==> src/rtl/sc_tx_port_fifo.sv <==
// TX port buffer between the slave-controller arbiter and the SIE transmitter.
// Define SC_TX_PORT_FIFO_OVF_DETECT_EN to add sticky dropped-write detection.
module sc_tx_port_fifo #(
    parameter int DEPTH_LOG2 = 2
) (
    input  logic                  clk,
    input  logic                  rst,
    input  logic                  txWEn,
    input  logic [7:0]            txData,
    input  logic [7:0]            txCntl,
    output logic                  txRdy,
    output logic [7:0]            sieData,
    output logic [7:0]            sieCntl,
    output logic                  sieValid,
    input  logic                  sieAck,
    input  logic                  flush,
    output logic [DEPTH_LOG2:0]   fifoCount
`ifdef SC_TX_PORT_FIFO_OVF_DETECT_EN
    ,
    output logic                  txOverflow,
    input  logic                  txOverflowClr
`endif
);

    localparam int DEPTH = 1 << DEPTH_LOG2;
    localparam logic [DEPTH_LOG2:0] FULL = {1'b1, {DEPTH_LOG2{1'b0}}};

    logic [15:0]           mem_q [DEPTH];
    logic [DEPTH_LOG2-1:0] wrPtr_q, wrPtr_d;
    logic [DEPTH_LOG2-1:0] rdPtr_q, rdPtr_d;
    logic [DEPTH_LOG2:0]   count_q, count_d;
    logic                  push;
    logic                  pop;

    assign txRdy              = (count_q != FULL);
    assign sieValid           = (count_q != '0);
    assign {sieCntl, sieData} = mem_q[rdPtr_q];
    assign fifoCount          = count_q;

    assign push = txWEn && txRdy;
    assign pop  = sieAck && sieValid;

    always_comb begin
        wrPtr_d = wrPtr_q;
        rdPtr_d = rdPtr_q;
        count_d = count_q;
        if (flush) begin
            wrPtr_d = '0;
            rdPtr_d = '0;
            count_d = '0;
        end else begin
            if (push)
                wrPtr_d = wrPtr_q + 1'b1;
            if (pop)
                rdPtr_d = rdPtr_q + 1'b1;
            if (push && !pop)
                count_d = count_q + 1'b1;
            else if (pop && !push)
                count_d = count_q - 1'b1;
        end
    end

    always_ff @(posedge clk or posedge rst) begin
        if (rst) begin
            wrPtr_q <= '0;
            rdPtr_q <= '0;
            count_q <= '0;
        end else begin
            wrPtr_q <= wrPtr_d;
            rdPtr_q <= rdPtr_d;
            count_q <= count_d;
        end
    end

    // Array is never reset; its contents only matter while sieValid is high.
    always_ff @(posedge clk) begin
        if (push && !flush)
            mem_q[wrPtr_q] <= {txCntl, txData};
    end

`ifdef SC_TX_PORT_FIFO_OVF_DETECT_EN
    logic ovf_q, ovf_d;

    // A new drop wins over a clear in the same cycle; flush leaves it alone.
    always_comb begin
        ovf_d = ovf_q;
        if (txWEn && !txRdy)
            ovf_d = 1'b1;
        else if (txOverflowClr)
            ovf_d = 1'b0;
    end

    always_ff @(posedge clk or posedge rst) begin
        if (rst)
            ovf_q <= 1'b0;
        else
            ovf_q <= ovf_d;
    end

    assign txOverflow = ovf_q;
`endif

endmodule

==> config.mk <==
export PLATFORM = sky130hd
export DESIGN_NAME = sc_tx_port_fifo
export DESIGN_NICKNAME = d
export VERILOG_FILES = /design/src/rtl/sc_tx_port_fifo.sv
export SDC_FILE = /design/constraint.sdc
export NUM_CORES = 1
export LEC_CHECK = 0
export BUFFER_PORTS_ARGS = -buffer_cell sky130_fd_sc_hd__buf_2
export CORE_MARGIN = 10
export CORE_UTILIZATION = 40
export DETAILED_ROUTE_END_ITERATION = 6
export HOLD_SLACK_MARGIN = 0.08
export MAX_ROUTING_LAYER = met4
export PLACE_DENSITY_LB_ADDON = 0.1
export REMOVE_ABC_BUFFERS = 1
export SYNTH_ARGS = -nofsm -noshare
export SYNTH_HDL_FRONTEND = slang
export SYNTH_SLANG_ARGS = --single-unit
==> constraint.sdc <==
create_clock -name clk -period 3.15 [get_ports clk]
set_clock_uncertainty 0.1 [all_clocks]
set_input_delay 0.63 -clock clk [delete_from_list [all_inputs] [get_ports clk]]
set_output_delay 0.63 -clock clk [all_outputs]
set_load 0.03 [all_outputs]
==> metrics.txt <==
# TYPE chip_impl_metric gauge
chip_impl_metric{name="grt_max_degree",unit=""} 17
chip_impl_info{name="criticalPathCategory",value="reg -> reg"} 1
chip_impl_metric{name="layout-drive-gt1-share",unit=""} 0.403
chip_impl_metric{name="synth_area_per_cell",unit="um^2"} 19.5
chip_impl_metric{name="design.die.area",unit="um^2"} 11000
chip_impl_metric{name="tns",unit="ps"} 0
chip_impl_metric{name="worst_endpoint_data_arrival_time",unit="ps"} 2790
chip_impl_info{name="hold_path_class",value="in -> async"} 1
chip_impl_metric{name="dp.final_hpwl",unit="um"} 3570
chip_impl_metric{name="grtUsageMet3",unit=""} 0.0276
chip_impl_metric{name="cts_setup_buffers",unit=""} 0
chip_impl_metric{name="fmax",unit="MHz"} 382
chip_impl_metric{name="cp_data_required_time",unit="ps"} 3320
chip_impl_metric{name="routed-via-count",unit=""} 1454
chip_impl_info{name="startpoint_class",value="flip-flop"} 1
chip_impl_info{name="layout_common_cells",value="sky130_fd_sc_hd__edfxtp_1 (64), sky130_fd_sc_hd__buf_2 (41), sky130_fd_sc_hd__mux4_2 (16)"} 1
chip_impl_metric{name="row_count",unit=""} 30
chip_impl_metric{name="timing.max_cap.violations",unit=""} 0
chip_impl_metric{name="die_w",unit="um"} 105
chip_impl_metric{name="synth_cell_types",unit=""} 32
chip_impl_metric{name="power-per-cell-area",unit="nW/um^2"} 763
chip_impl_info{name="grt_peak_use_layer",value="met2"} 1
chip_impl_metric{name="dp.cells",unit=""} 283
chip_impl_metric{name="ys_warn_count",unit=""} 0
chip_impl_metric{name="hold_bufs_at_cts",unit=""} 0
chip_impl_metric{name="placeableCoreArea",unit="um^2"} 6910
chip_impl_metric{name="relSlewSlack",unit=""} 0.675
chip_impl_metric{name="ctsResizeCount",unit=""} 0
chip_impl_metric{name="areaGrowthSynthToFinish",unit="%"} 16.8
chip_impl_metric{name="ir_drop",unit="V"} 0.000303
chip_impl_metric{name="drt_pre_antenna_iters",unit=""} 4
chip_impl_metric{name="clk_transition_reported_paths",unit="ps"} 70
chip_impl_metric{name="globalRouteOverflowTotal",unit=""} 0
chip_impl_metric{name="hold_viol",unit=""} 0
chip_impl_metric{name="postLayoutSetupSlackWorst",unit="ps"} 531
chip_impl_metric{name="filler_cell_count",unit=""} 621
chip_impl_metric{name="drt.antenna.violating_nets",unit=""} 0
chip_impl_metric{name="grt_antenna_before_repair",unit=""} 0
chip_impl_metric{name="fraction_of_registers_with_async_set_or_reset_after_synthesis",unit=""} 0.0986
chip_impl_metric{name="cp_max_fo",unit=""} 10
chip_impl_metric{name="start_util",unit=""} 0.418
chip_impl_metric{name="synth_enable_flop_cells",unit=""} 64
chip_impl_info{name="cts_root_buf",value="sky130_fd_sc_hd__clkbuf_8"} 1
chip_impl_metric{name="cts_buffers",unit=""} 9
chip_impl_metric{name="insertion_delay",unit="ps"} 330
chip_impl_metric{name="die_y",unit="um"} 105
chip_impl_metric{name="wl_per_cell",unit="um"} 17.7
chip_impl_info{name="ys.flop_type",value="sky130_fd_sc_hd__edfxtp_1"} 1
chip_impl_metric{name="boundaryPins",unit=""} 42
chip_impl_metric{name="groute.layer.met1.usage",unit=""} 0.114
chip_impl_metric{name="drc",unit=""} 0
chip_impl_metric{name="multi_input_comb_area",unit="um^2"} 702
chip_impl_metric{name="maxSlewViolCount",unit=""} 0
chip_impl_metric{name="gp_congestion",unit=""} 0.814
chip_impl_metric{name="cts-htree-levels",unit=""} 3
chip_impl_metric{name="clkSinkCount",unit=""} 71
chip_impl_info{name="layout.cells.most_common",value="sky130_fd_sc_hd__edfxtp_1"} 1
chip_impl_metric{name="synth.ff_latch_count",unit=""} 71
chip_impl_metric{name="worstRegToRegCells",unit=""} 7
chip_impl_metric{name="cts_max_path_buffers",unit=""} 2
chip_impl_metric{name="area_taken_by_flip_flops_and_latches",unit="um^2"} 2100
chip_impl_metric{name="postSynthCellCount",unit=""} 148
chip_impl_info{name="tritoncts_clock_tree",value="built"} 1
chip_impl_metric{name="setup-violations-final",unit=""} 0
chip_impl_metric{name="post-place-ws",unit="ps"} 562
chip_impl_metric{name="synth.yosys.seq_area_share",unit=""} 0.726
chip_impl_metric{name="grt_util_all_layers",unit=""} 0.100
chip_impl_metric{name="avgViaCountPerCell",unit=""} 4.90
chip_impl_metric{name="final_cell_count_no_fill",unit=""} 297
chip_impl_metric{name="min_period_over_period",unit=""} 0.831
chip_impl_metric{name="post-route-min-period",unit="ps"} 2620
chip_impl_metric{name="total_leakage_power",unit="nW"} 1.21
chip_impl_info{name="grt_setup_unrepaired",value="no"} 1
chip_impl_metric{name="placement.io_buffers",unit=""} 41
chip_impl_metric{name="antennaDiodeCount",unit=""} 0
chip_impl_metric{name="grt_pass1_vias",unit=""} 1575
chip_impl_metric{name="tightest_slew",unit="ps"} 488
chip_impl_metric{name="final_net_count",unit=""} 224
chip_impl_info{name="critPathCaptureType",value="flip-flop"} 1
chip_impl_info{name="status",value="finished clean"} 1
chip_impl_metric{name="drt_iter0_drc",unit=""} 46
chip_impl_metric{name="drt_wl_total",unit="um"} 5260
chip_impl_metric{name="mappedNetlistArea",unit="um^2"} 2890
chip_impl_metric{name="gr-usage-met2",unit=""} 0.160
chip_impl_metric{name="grt_first_pass_wirelength",unit="um"} 8260
## path summary, 6_finish.rpt
kind,from,to,slack (ps)
worst max-delay path,fifoCount[2]$_DFFE_PP0P_,fifoCount[2]$_DFFE_PP0P_,530
worst min-delay path,rst,fifoCount[2]$_DFFE_PP0P_,120
worst max register to register,fifoCount[2]$_DFFE_PP0P_,fifoCount[2]$_DFFE_PP0P_,530
worst min register to register,wrPtr_q[0]$_DFFE_PP0P_,wrPtr_q[0]$_DFFE_PP0P_,510
max in group asynchronous,rst,rdPtr_q[0]$_DFFE_PP0P_,2600
min in group clk,txCntl[3],mem_q[3][11]$_DFFE_PP_,410
## cells by family (layout without fill, tap and decap cells)
group,Yosys count,count (layout),share of synthesized area
buffers and inverters,17,70,0.0303
multiplexers,19,19,0.137
flip-flops,71,71,0.726
XOR/XNOR,2,2,0.00607
AO/OA/AOI/OAI,14,14,0.0360
AND/OR/NAND/NOR,20,20,0.0399
adder cells (fa/ha/maj),5,5,0.0243
## synthesized netlist by cell type (3+ instances only)
cell type	n	area, um^2
sky130_fd_sc_hd__dfrtp_1	7	175
sky130_fd_sc_hd__ha_1	4	50.1
sky130_fd_sc_hd__mux4_2	16	360
sky130_fd_sc_hd__buf_2	4	20.0
sky130_fd_sc_hd__buf_4	3	22.5
sky130_fd_sc_hd__and2_1	4	25.0
sky130_fd_sc_hd__edfxtp_1	64	1920
sky130_fd_sc_hd__o21ai_0	3	15.0
sky130_fd_sc_hd__nor2_1	7	26.3
sky130_fd_sc_hd__inv_1	8	30.0
## registers in the layout, indices dropped and copies added (netlist names)
signal / flops
rdPtr_q: 2
fifoCount: 3
wrPtr_q: 2
mem_q: 64
## worst max-delay path, stage by stage (launching register included)
cell and delay [ps]:
sky130_fd_sc_hd__dfrtp_1 530, sky130_fd_sc_hd__nor3b_1 410, sky130_fd_sc_hd__inv_1 160, sky130_fd_sc_hd__and3_1 220, sky130_fd_sc_hd__fa_1 450, sky130_fd_sc_hd__and4bb_2 260
sky130_fd_sc_hd__a311oi_1 240, sky130_fd_sc_hd__o311a_1 190
## per-layer routing
metal | routed length [um] | share of wire
met4 | 82 | 0.016
met5 | 0 | 0
met1 | 2400 | 0.46
met3 | 164 | 0.031
met2 | 2610 | 0.50
## layout make-up
type / count / area share
Sequential cell: 71 / 0.622
Clock buffer: 10 / 0.0378
Inverter: 8 / 0.00891
Timing Repair Buffer: 48 / 0.0801
Tap cell: 96 / 0.0356
Clock inverter: 4 / 0.00742
Multi-Input combinational cell: 60 / 0.208
## through the flow
stage          utilization  total power (W)  instance area, um^2  hold WS (ps)
5_1_grt              0.488          0.00271                 3370           132
3_3_place_gp         0.466          0.00201                 3220           479
2_1_floorplan            -          0.00176                 2830           333
6_report             0.488          0.00257                 3370           125
3_5_place_dp         0.466          0.00203                 3220           485
4_1_cts              0.488          0.00262                 3370           119
## where the power goes
part           internal, W  switching [W]
Clock             0.000274       0.000311
Sequential         0.00110      0.0000736
Combinational     0.000343       0.000475
Total              0.00171       0.000859
(Power assumes the default switching activity.)
